--- config.mk ---
export PLATFORM = sky130hd
export DESIGN_NAME = uart_tx_flat
export DESIGN_NICKNAME = d
export VERILOG_FILES = /design/src/rtl/uart_pkg.sv /design/src/rtl/uart_tx_if.sv /design/src/rtl/uart_baud_gen.sv /design/src/rtl/uart_tx.sv /design/src/flat_wrapper.sv
export SDC_FILE = /design/constraint.sdc
export NUM_CORES = 1
export LEC_CHECK = 0
export BUFFER_PORTS_ARGS = -buffer_cell sky130_fd_sc_hd__buf_4
export CORE_MARGIN = 2
export CORE_UTILIZATION = 45
export DETAILED_ROUTE_END_ITERATION = 10
export MAX_ROUTING_LAYER = met4
export PLACE_DENSITY = 0.68
export SLEW_MARGIN = 20
export SYNTH_ARGS = -nofsm -noshare
export SYNTH_HDL_FRONTEND = slang
export SYNTH_SLANG_ARGS = --single-unit
--- constraint.sdc ---
create_clock -name clk -period 3 [get_ports clk]
set_clock_uncertainty 0.1 [all_clocks]
set_input_delay 0.45 -clock clk [delete_from_list [all_inputs] [get_ports clk]]
set_output_delay 0.45 -clock clk [all_outputs]
set_load 0.02 [all_outputs]
--- src/rtl/uart_pkg.sv ---
// rtl/uart_pkg.sv - shared UART constants and TX state encoding; UART_TX_PARITY_EN adds the PARITY state
package uart_pkg;

   localparam int DEFAULT_CLKS_PER_BIT = 434;
   localparam int DATA_BITS            = 8;

   localparam logic [2:0] ST_IDLE   = 3'd0;
   localparam logic [2:0] ST_START  = 3'd1;
   localparam logic [2:0] ST_DATA   = 3'd2;
`ifdef UART_TX_PARITY_EN
   localparam logic [2:0] ST_PARITY = 3'd3;

   function automatic logic even_parity(input logic [DATA_BITS-1:0] d);
      return ^d;
   endfunction
`endif
   localparam logic [2:0] ST_STOP   = 3'd4;

endpackage

--- src/rtl/uart_tx_if.sv ---
// rtl/uart_tx_if.sv - byte/strobe request side and serial/status side of the UART transmitter
interface uart_tx_if;
   import uart_pkg::*;

   logic                 tx_start;
   logic [DATA_BITS-1:0] tx_byte;
   logic                 tx_data;
   logic                 tx_busy;
   logic                 tx_down;

   modport master (output tx_start, output tx_byte,
                   input  tx_data, input tx_busy, input tx_down);
   modport slave  (input  tx_start, input tx_byte,
                   output tx_data, output tx_busy, output tx_down);
endinterface

--- src/rtl/uart_baud_gen.sv ---
// rtl/uart_baud_gen.sv - bit-period counter; tick pulses on the wrap, counter held clear while en=0
module uart_baud_gen #(
   parameter int CLKS_PER_BIT = 434
) (
   input  logic clk,
   input  logic rst,
   input  logic en,
   output logic tick
);
   localparam int                 CNT_W = $clog2(CLKS_PER_BIT);
   localparam logic [CNT_W-1:0]   LAST  = CNT_W'(CLKS_PER_BIT - 1);

   logic [CNT_W-1:0] r_cnt;
   logic             w_wrap;

   assign w_wrap = (r_cnt == LAST);
   assign tick   = en & w_wrap;

   always_ff @(posedge clk) begin
      if (rst || !en || w_wrap)
         r_cnt <= '0;
      else
         r_cnt <= r_cnt + 1'b1;
   end
endmodule

--- src/rtl/uart_tx.sv ---
// rtl/uart_tx.sv - UART transmitter, 8 data bits LSB first, 1 or 2 stop bits
// UART_TX_PARITY_EN inserts an even-parity bit between the data and stop bits.
module uart_tx
   import uart_pkg::*;
#(
   parameter int CLKS_PER_BIT = DEFAULT_CLKS_PER_BIT,
   parameter int STOP_BITS    = 1
) (
   input  logic      clk,
   input  logic      rst,
   uart_tx_if.slave  tx_if
);
   localparam logic [2:0] LAST_DATA = 3'(DATA_BITS - 1);
   localparam logic [2:0] LAST_STOP = 3'(STOP_BITS - 1);

   logic [2:0]           r_state;
   logic [DATA_BITS-1:0] r_shift;
   logic [2:0]           r_bit_idx;
   logic                 r_tx_data;
   logic                 r_busy;
   logic                 r_done;
`ifdef UART_TX_PARITY_EN
   logic                 r_parity;
`endif
   logic                 w_tick;

   uart_baud_gen #(.CLKS_PER_BIT(CLKS_PER_BIT)) u_baud (
      .clk  (clk),
      .rst  (rst),
      .en   (r_busy),
      .tick (w_tick)
   );

   assign tx_if.tx_data = r_tx_data;
   assign tx_if.tx_busy = r_busy;
   assign tx_if.tx_down = r_done;

   // r_tx_data is loaded with the level of the state being entered, so it changes exactly on bit boundaries.
   always_ff @(posedge clk) begin
      if (rst) begin
         r_state   <= ST_IDLE;
         r_shift   <= '0;
         r_bit_idx <= '0;
         r_tx_data <= 1'b1;
         r_busy    <= 1'b0;
         r_done    <= 1'b0;
`ifdef UART_TX_PARITY_EN
         r_parity  <= 1'b0;
`endif
      end else begin
         r_done <= 1'b0;
         case (r_state)
            ST_IDLE: begin
               r_tx_data <= 1'b1;
               if (tx_if.tx_start && !r_busy) begin
                  r_shift   <= tx_if.tx_byte;
`ifdef UART_TX_PARITY_EN
                  r_parity  <= even_parity(tx_if.tx_byte);
`endif
                  r_state   <= ST_START;
                  r_tx_data <= 1'b0;
                  r_busy    <= 1'b1;
                  r_bit_idx <= '0;
               end
            end
            ST_START: begin
               if (w_tick) begin
                  r_state   <= ST_DATA;
                  r_tx_data <= r_shift[0];
                  r_bit_idx <= '0;
               end
            end
            ST_DATA: begin
               if (w_tick) begin
                  if (r_bit_idx == LAST_DATA) begin
                     r_bit_idx <= '0;
`ifdef UART_TX_PARITY_EN
                     r_state   <= ST_PARITY;
                     r_tx_data <= r_parity;
`else
                     r_state   <= ST_STOP;
                     r_tx_data <= 1'b1;
`endif
                  end else begin
                     r_shift   <= r_shift >> 1;
                     r_tx_data <= r_shift[1];
                     r_bit_idx <= r_bit_idx + 3'd1;
                  end
               end
            end
`ifdef UART_TX_PARITY_EN
            ST_PARITY: begin
               if (w_tick) begin
                  r_state   <= ST_STOP;
                  r_tx_data <= 1'b1;
                  r_bit_idx <= '0;
               end
            end
`endif
            ST_STOP: begin
               r_tx_data <= 1'b1;
               if (w_tick) begin
                  if (r_bit_idx == LAST_STOP) begin
                     r_state <= ST_IDLE;
                     r_busy  <= 1'b0;
                     r_done  <= 1'b1;
                  end else begin
                     r_bit_idx <= r_bit_idx + 3'd1;
                  end
               end
            end
            default: begin
               r_state   <= ST_IDLE;
               r_busy    <= 1'b0;
               r_tx_data <= 1'b1;
            end
         endcase
      end
   end
endmodule

--- src/flat_wrapper.sv ---
// flat-port wrapper written by rule: the top's interface ports become plain ports
module uart_tx_flat import uart_pkg::*;
#(
   parameter int CLKS_PER_BIT = DEFAULT_CLKS_PER_BIT,
   parameter int STOP_BITS    = 1
)
  (clk, rst, tx_if_tx_start, tx_if_tx_byte, tx_if_tx_data, tx_if_tx_busy, tx_if_tx_down);
  uart_tx_if tx_if_i ();
  input  logic clk;
  input  logic rst;
  input wire logic [$bits(tx_if_i.tx_start)-1:0] tx_if_tx_start;
  input wire logic [$bits(tx_if_i.tx_byte)-1:0] tx_if_tx_byte;
  output wire logic [$bits(tx_if_i.tx_data)-1:0] tx_if_tx_data;
  output wire logic [$bits(tx_if_i.tx_busy)-1:0] tx_if_tx_busy;
  output wire logic [$bits(tx_if_i.tx_down)-1:0] tx_if_tx_down;
  assign tx_if_i.tx_start = tx_if_tx_start;
  assign tx_if_i.tx_byte = tx_if_tx_byte;
  assign tx_if_tx_data = tx_if_i.tx_data;
  assign tx_if_tx_busy = tx_if_i.tx_busy;
  assign tx_if_tx_down = tx_if_i.tx_down;
  uart_tx #(.CLKS_PER_BIT(CLKS_PER_BIT), .STOP_BITS(STOP_BITS)) u_core (.clk(clk), .rst(rst), .tx_if(tx_if_i));
endmodule
==> results.json, run 1 <==
{
  "synthTopCellsByArea": "dfxtp_1 35%, mux2i_1 8.7%, ha_1 4.2%",
  "clkSinkCount": 26,
  "fillers": 305,
  "start_util_pct": 48.23,
  "area_growth_pct": 9.866,
  "p_per_area_nw_per_um2": 435.0,
  "r2r_cells": 3,
  "hold_depth": 3,
  "wl_per_cell_um": 13.78,
  "synth_top_family_by_area": "simple AND/OR/NAND/NOR gates",
  "clk_pin_slew_ns": 0.14,
  "p_leak_nw": 0.5663,
  "grt.total_usage_pct": 18.12,
  "synthArstFlopShare_pct": 0,
  "fin_tns_setup_ns": 0,
  "io_pins": 14,
  "hold_class": "primary input to flip-flop",
  "cp_slowest_cell": "a211o_1",
  "synth_largest_area_cell": "dfxtp_1",
  "cts_root_buffer": "clkbuf_4",
  "critical_path.top_delay_family": "compound AO/OA/AOI/OAI gates",
  "vdd_drop_max_v": 0.0002176,
  "stdcell_count": 215,
  "drt_iter0_markers": 50,
  "netSwitchingPower_mw": 0.1730,
  "tightestPinTransition_ns": 0.5920,
  "synth_simple_gate_area_share_pct": 23.41,
  "rsz0062_at_grt": "false",
  "gp_congestion": 0.8343,
  "synth_most_common_cell": "dfxtp_1",
  "p_comb_share_pct": 13.1,
  "syn_inst": 164,
  "drive_gt1_share_pct": 14.62,
  "place_ws_ns": 0.9577,
  "grt_pass1_wl_um": 4905,
  "dr.pass1.iters": 4,
  "fin_nets": 188,
  "crit_buf_inv": 0,
  "endpoint_kind": "flip-flop",
  "period_minus_slack_ns": 2.091,
  "cp.required_ns": 3.13,
  "yosys-top-cells-count": "26 x dfxtp_1, 16 x nor2_1, 13 x mux2i_1",
  "post_cts_buffers": 0,
  "die_h_um": 61.67,
  "antenna_found_initial": 0,
  "post-route-drc-count": 0,
  "path_max_fanout": 15,
  "startpoint_type": "flip-flop",
  "numCtsBuffers": 3,
  "syn-num-nets": 180,
  "antenna_left": 0,
  "fin_ws_ns": 0.9090,
  "max_slew_margin_pct": 60.48,
  "synth_xor_area_share_pct": 4.682,
  "dr_total_vias": 1179,
  "via_per_inst": 5.484,
  "clk_path_buf_depth": 2,
  "die-width_um": 61.67,
  "post-route-period-util_pct": 69.70,
  "grt_pass1_vias": 1115,
  "max_freq_mhz": 478.2,
  "final_max_slew_viol_count": 0,
  "cts_hold_buffers": 0,
  "yosys.area_share.adder_pct": 4.181,
  "netlist_area_um2": 1496,
  "insertedDiodeCount": 0,
  "yosys.area.top_type_share_pct": 34.78,
  "core_um2": 3103,
  "maxCapViolCount": 0,
  "swShare_pct": 24.19,
  "grt_overflow": 0,
  "grt_start_max_net_pins": 31,
  "yosysUniqueCellTypes": 40,
  "die-area_um2": 3803,
  "path_class": "flip-flop to flip-flop",
  "rows": 20,
  "ys_ff_latch": 26,
  "path_cells": "or3b_1, a211o_1, o41ai_1",
  "avgSynthCellArea_um2": 9.125,
  "whs_ns": 0.3075,
  "arrival_ns": 2.22,
  "htreeDepth": 1,
  "ctsResizeCount": 0,
  "ys.flop_type": "dfxtp_1",
  "power.share.clock_pct": 34.3,
  "cts_tree": "yes",
  "setup_viol": 0,
  "synth-edff-count": 0,
  "p_int_mw": 0.5422,
  "path_depth": 3,
  "synth_compound_area_share_pct": 17.64,
  "insertion_delay_ns": 0.33,
  "p_seq_share_pct": 52.6,
  "wl_um": 2962,
  "seq_area_frac_synth_pct": 34.78,
  "dp.cells": 211,
  "outcome": "complete, no violations",
  "slowest_delay_ns": 0.52,
  "portBuffers": 13,
  "yosys_warnings": 0,
  "timing_hold_violations_final": 0,
  "hpwl_um": 2048,
  "muxShareOfSynthArea_pct": 9.448
}
-- worst paths after layout --
check	startpoint	end	slack (ns)
worst max-delay path	u_core.r_state[1]	u_core.r_shift[4]	0.91
worst min-delay path	tx_if_tx_byte[7]	u_core.r_shift[7]	0.31
worst max register to register	u_core.r_state[1]	u_core.r_shift[4]	0.91
worst min register to register	u_core.r_shift[7]	u_core.r_shift[7]	0.41
-- layout make-up --
type	instances	area [um2]	share of cell area (%)
Tap cell	44	55.05	3.349
Clock buffer	3	22.52	1.370
Inverter	6	22.52	1.370
Timing Repair Buffer	14	105.1	6.393
Sequential cell	26	520.5	31.66
Clock inverter	1	30.03	1.826
Multi-Input combinational cell	121	888.4	54.03
-- metal layers --
metal,track usage [%],wire (um),vias to the layer above
met5,-,0,-
met1,23.53,1447,546
li1,-,-,607
met4,6.079,48,0
met3,3.151,78,7
met2,28.42,1388,19
-- sequential cells by signal, summed over array words and instances (netlist names) --
name                  flops
u_core.r_state            3
u_core.r_bit_idx          3
u_core.tx_if.tx_data      1
u_core.tx_if.tx_busy      1
u_core.tx_if.tx_down      1
u_core.r_shift            8
u_core.u_baud.r_cnt       9
-- power groups by stage --
stage	sequential, mW	clock [mW]	combinational [mW]
floorplan	0.377	0	0.0772
CTS	0.376	0.253	0.0935
global route	0.378	0.271	0.101
global placement	0.382	0	0.0893
finish	0.376	0.246	0.0934
detailed placement	0.383	0	0.0928
-- worst min-delay path, cell delays in order --
cell and delay [ns]:
buf_4 0.11, nand3_1 0.08, a21oi_1 0.07
-- cells by family (layout without fill, tap and decap cells) --
group           count (synthesis)  after routing
compound gates                 33             33
xor+xnor                        8              8
fa+ha+maj                       5              5
buf+inv                        17             24
flops                          26             26
mux                            14             14
simple gates                   61             61
-- cells in the final DEF (no fill, tap or decap), drive strengths merged, types with 2 or more instances in the layout --
cell and instances:
dfxtp 26, nor2 16, buf 14, mux2i 13
nand2b 10, nor2b 10, nand3 8, o21ai 8
xnor2 7, o41ai 7, inv 6, ha 5
nor3 5, o21a 4, a21oi 4, nand2 3
a31oi 3, clkbuf 3, nand3b 2
-- metrics by stage --
stage	cell area [um2]	total power [mW]	util, %
after global routing	1644	0.7504	52.98
after detailed placement	1592	0.4762	51.29
final	1644	0.7151	52.98
after floorplan	1496	0.4539	-
after global placement	1592	0.4718	51.29
after CTS	1644	0.7229	52.98
(Power assumes the default switching activity.)
==> run 2, diff against run 1 <==
- clock period: 3 -> 2 ns (I/O delays scaled with it)
==> run 2 against run 1 <==
Cell count is 3.7% higher. Final area is 3.2% higher. Largest power group unchanged. Sequential power is 46% higher.
==> results.json, run 2 (same netlist as run 1, synthesis figures left out) <==
{
  "max_freq_mhz": 520.2,
  "critical_path.top_delay_family": "compound AO/OA/AOI/OAI gates",
  "insertion_delay_ns": 0.32,
  "cp_slowest_cell": "a211o_4",
  "postLayoutCoreUtil_pct": 54.68,
  "p_per_area_nw_per_um2": 581.3,
  "highest_layer": "met4",
  "swShare_pct": 25.65,
  "area_growth_pct": 13.38,
  "hpwl_um": 2151,
  "insertedDiodeCount": 0,
  "fillers": 321,
  "post-route-drc-count": 0,
  "layout_common_cells": "26 x dfxtp_1, 22 x buf_4, 16 x nor2_1",
  "r2r_cells": 5,
  "cts_tree": "yes",
  "crit_buf_inv": 0,
  "drt_iter0_markers": 39,
  "layout_commonest_cell": "dfxtp_1",
  "numCtsBuffers": 3,
  "die-area_um2": 3803,
  "post_cts_buffers": 0,
  "die_h_um": 61.67,
  "cp_common_cell": "ha_1",
  "grt_pass1_vias": 1068,
  "io_pins": 14,
  "period_minus_slack_ns": 1.922,
  "clkSinkCount": 26,
  "die-width_um": 61.67,
  "grt.total_usage_pct": 17.64,
  "core_um2": 3103,
  "wl_um": 2895,
  "outcome": "complete, no violations",
  "top_register": "u_core.u_baud.r_cnt",
  "total_power_mw": 0.9862,
  "grt_pass1_wl_um": 4767,
  "via_per_inst": 5.368,
  "netSwitchingPower_mw": 0.2529,
  "max_slew_margin_pct": 66.27,
  "p_comb_share_pct": 16.7,
  "drt-met1-wl_um": 1335,
  "hold_depth": 3,
  "final_max_slew_viol_count": 0,
  "rows": 20,
  "wl_per_cell_um": 12.98,
  "slowest_delay_ns": 0.42,
  "post-route-period-util_pct": 96.12,
  "p_seq_share_pct": 55.8,
  "path_cells": "ha_1, ha_1, nand2b_1, a211o_4, o41ai_1",
  "wl_met3_um": 131,
  "start_util_pct": 48.23,
  "power.share.clock_pct": 27.5,
  "fin_tns_setup_ns": 0,
  "htreeDepth": 1,
  "dr_total_vias": 1197,
  "arrival_ns": 2.05,
  "maxCapViolCount": 0,
  "cts_root_buffer": "clkbuf_4",
  "rsz0062_at_grt": "false",
  "timing_hold_violations_final": 0,
  "drive_gt1_share_pct": 18.99,
  "gp_congestion": 0.7808,
  "largest_register_ffs": 9,
  "startpoint_type": "flip-flop",
  "p_int_mw": 0.7333,
  "setup_viol": 0,
  "path_max_fanout": 15,
  "path_depth": 5,
  "antenna_found_initial": 0,
  "endpoint_kind": "flip-flop",
  "hold_class": "primary input to flip-flop",
  "dr.pass1.iters": 4,
  "path_class": "flip-flop to flip-flop",
  "p_leak_nw": 0.6010,
  "portBuffers": 13,
  "fin_nets": 196,
  "clk_path_buf_depth": 2,
  "clk_pin_slew_ns": 0.14,
  "cp.required_ns": 2.13,
  "top_regs": "u_core.u_baud.r_cnt (9), u_core.r_shift (8)",
  "route.met2.wl_um": 1354,
  "antenna_left": 0,
  "vdd_drop_max_v": 0.0002986,
  "grt_overflow": 0,
  "grt_start_max_net_pins": 31,
  "tightestPinTransition_ns": 0.5043
}
[run 2: cell count changes in the layout (fill, tap and decap cells not counted)]
| cell | before | now |
|---|---|---|
| clkbuf_8 | 0 | 1 |
| buf_4 | 14 | 22 |
| bufinv_16 | 1 | 0 |
| a211o_1 | 1 | 0 |
| a211o_4 | 0 | 1 |
[run 2: repair_timing]
item | CTS | global route
hold buffers | 0 | 0
gates resized for setup | 0 | 2
setup endpoints to repair | 0 | 7
[run 2: through the flow]
step | instance area [um2] | std cells | hold WS (ns) | setup slack [ns]
finish | 1697 | 223 | 0.1808 | 0.07764
global route | 1697 | 223 | 0.1624 | 0.006041
CTS | 1688 | 223 | 0.1656 | 0.001116
detailed placement | 1652 | 219 | 0.3909 | 0.03125
global placement | 1652 | 219 | 0.3785 | 0.1593
floorplan | 1496 | 164 | 0.3449 | 0.1709
[run 2: power by group through the flow]
| stage | clock network, mW | registers, mW | logic [mW] |
|---|---|---|---|
| final | 0.271 | 0.550 | 0.164 |
| after global routing | 0.304 | 0.553 | 0.180 |
| after CTS | 0.286 | 0.551 | 0.163 |
| after detailed placement | 0 | 0.562 | 0.163 |
| after global placement | 0 | 0.561 | 0.158 |
| after floorplan | 0 | 0.565 | 0.116 |
[run 2: area by class of cell]
type / instances / area (um2) / share of cell area, %
Multi-Input combinational cell: 121 / 897.1 / 52.88
Sequential cell: 26 / 520.5 / 30.68
Timing Repair Buffer: 22 / 165.2 / 9.734
Tap cell: 44 / 55.05 / 3.245
Clock buffer: 4 / 36.28 / 2.139
Inverter: 6 / 22.52 / 1.327
[run 2: tightest hold or removal path: stages]
cell and delay, ns:
buf_4 0.10, nand3_1 0.09, a21oi_1 0.07
[run 2: routing by layer]
metal | up-vias | global-route usage [%]
met2 | 23 | 27.07
met5 | - | -
li1 | 612 | -
met4 | 0 | 9.422
met1 | 556 | 22.58
met3 | 6 | 2.101
[run 2: path summary, 6_finish.rpt]
path / from / to / slack (ns)
worst max-delay path: u_core.r_bit_idx[0] / u_core.r_shift[0] / 0.08
worst min-delay path: tx_if_tx_byte[7] / u_core.r_shift[7] / 0.18
worst max register to register: u_core.r_bit_idx[0] / u_core.r_shift[0] / 0.08
worst min register to register: u_core.r_bit_idx[1] / u_core.r_bit_idx[1] / 0.41
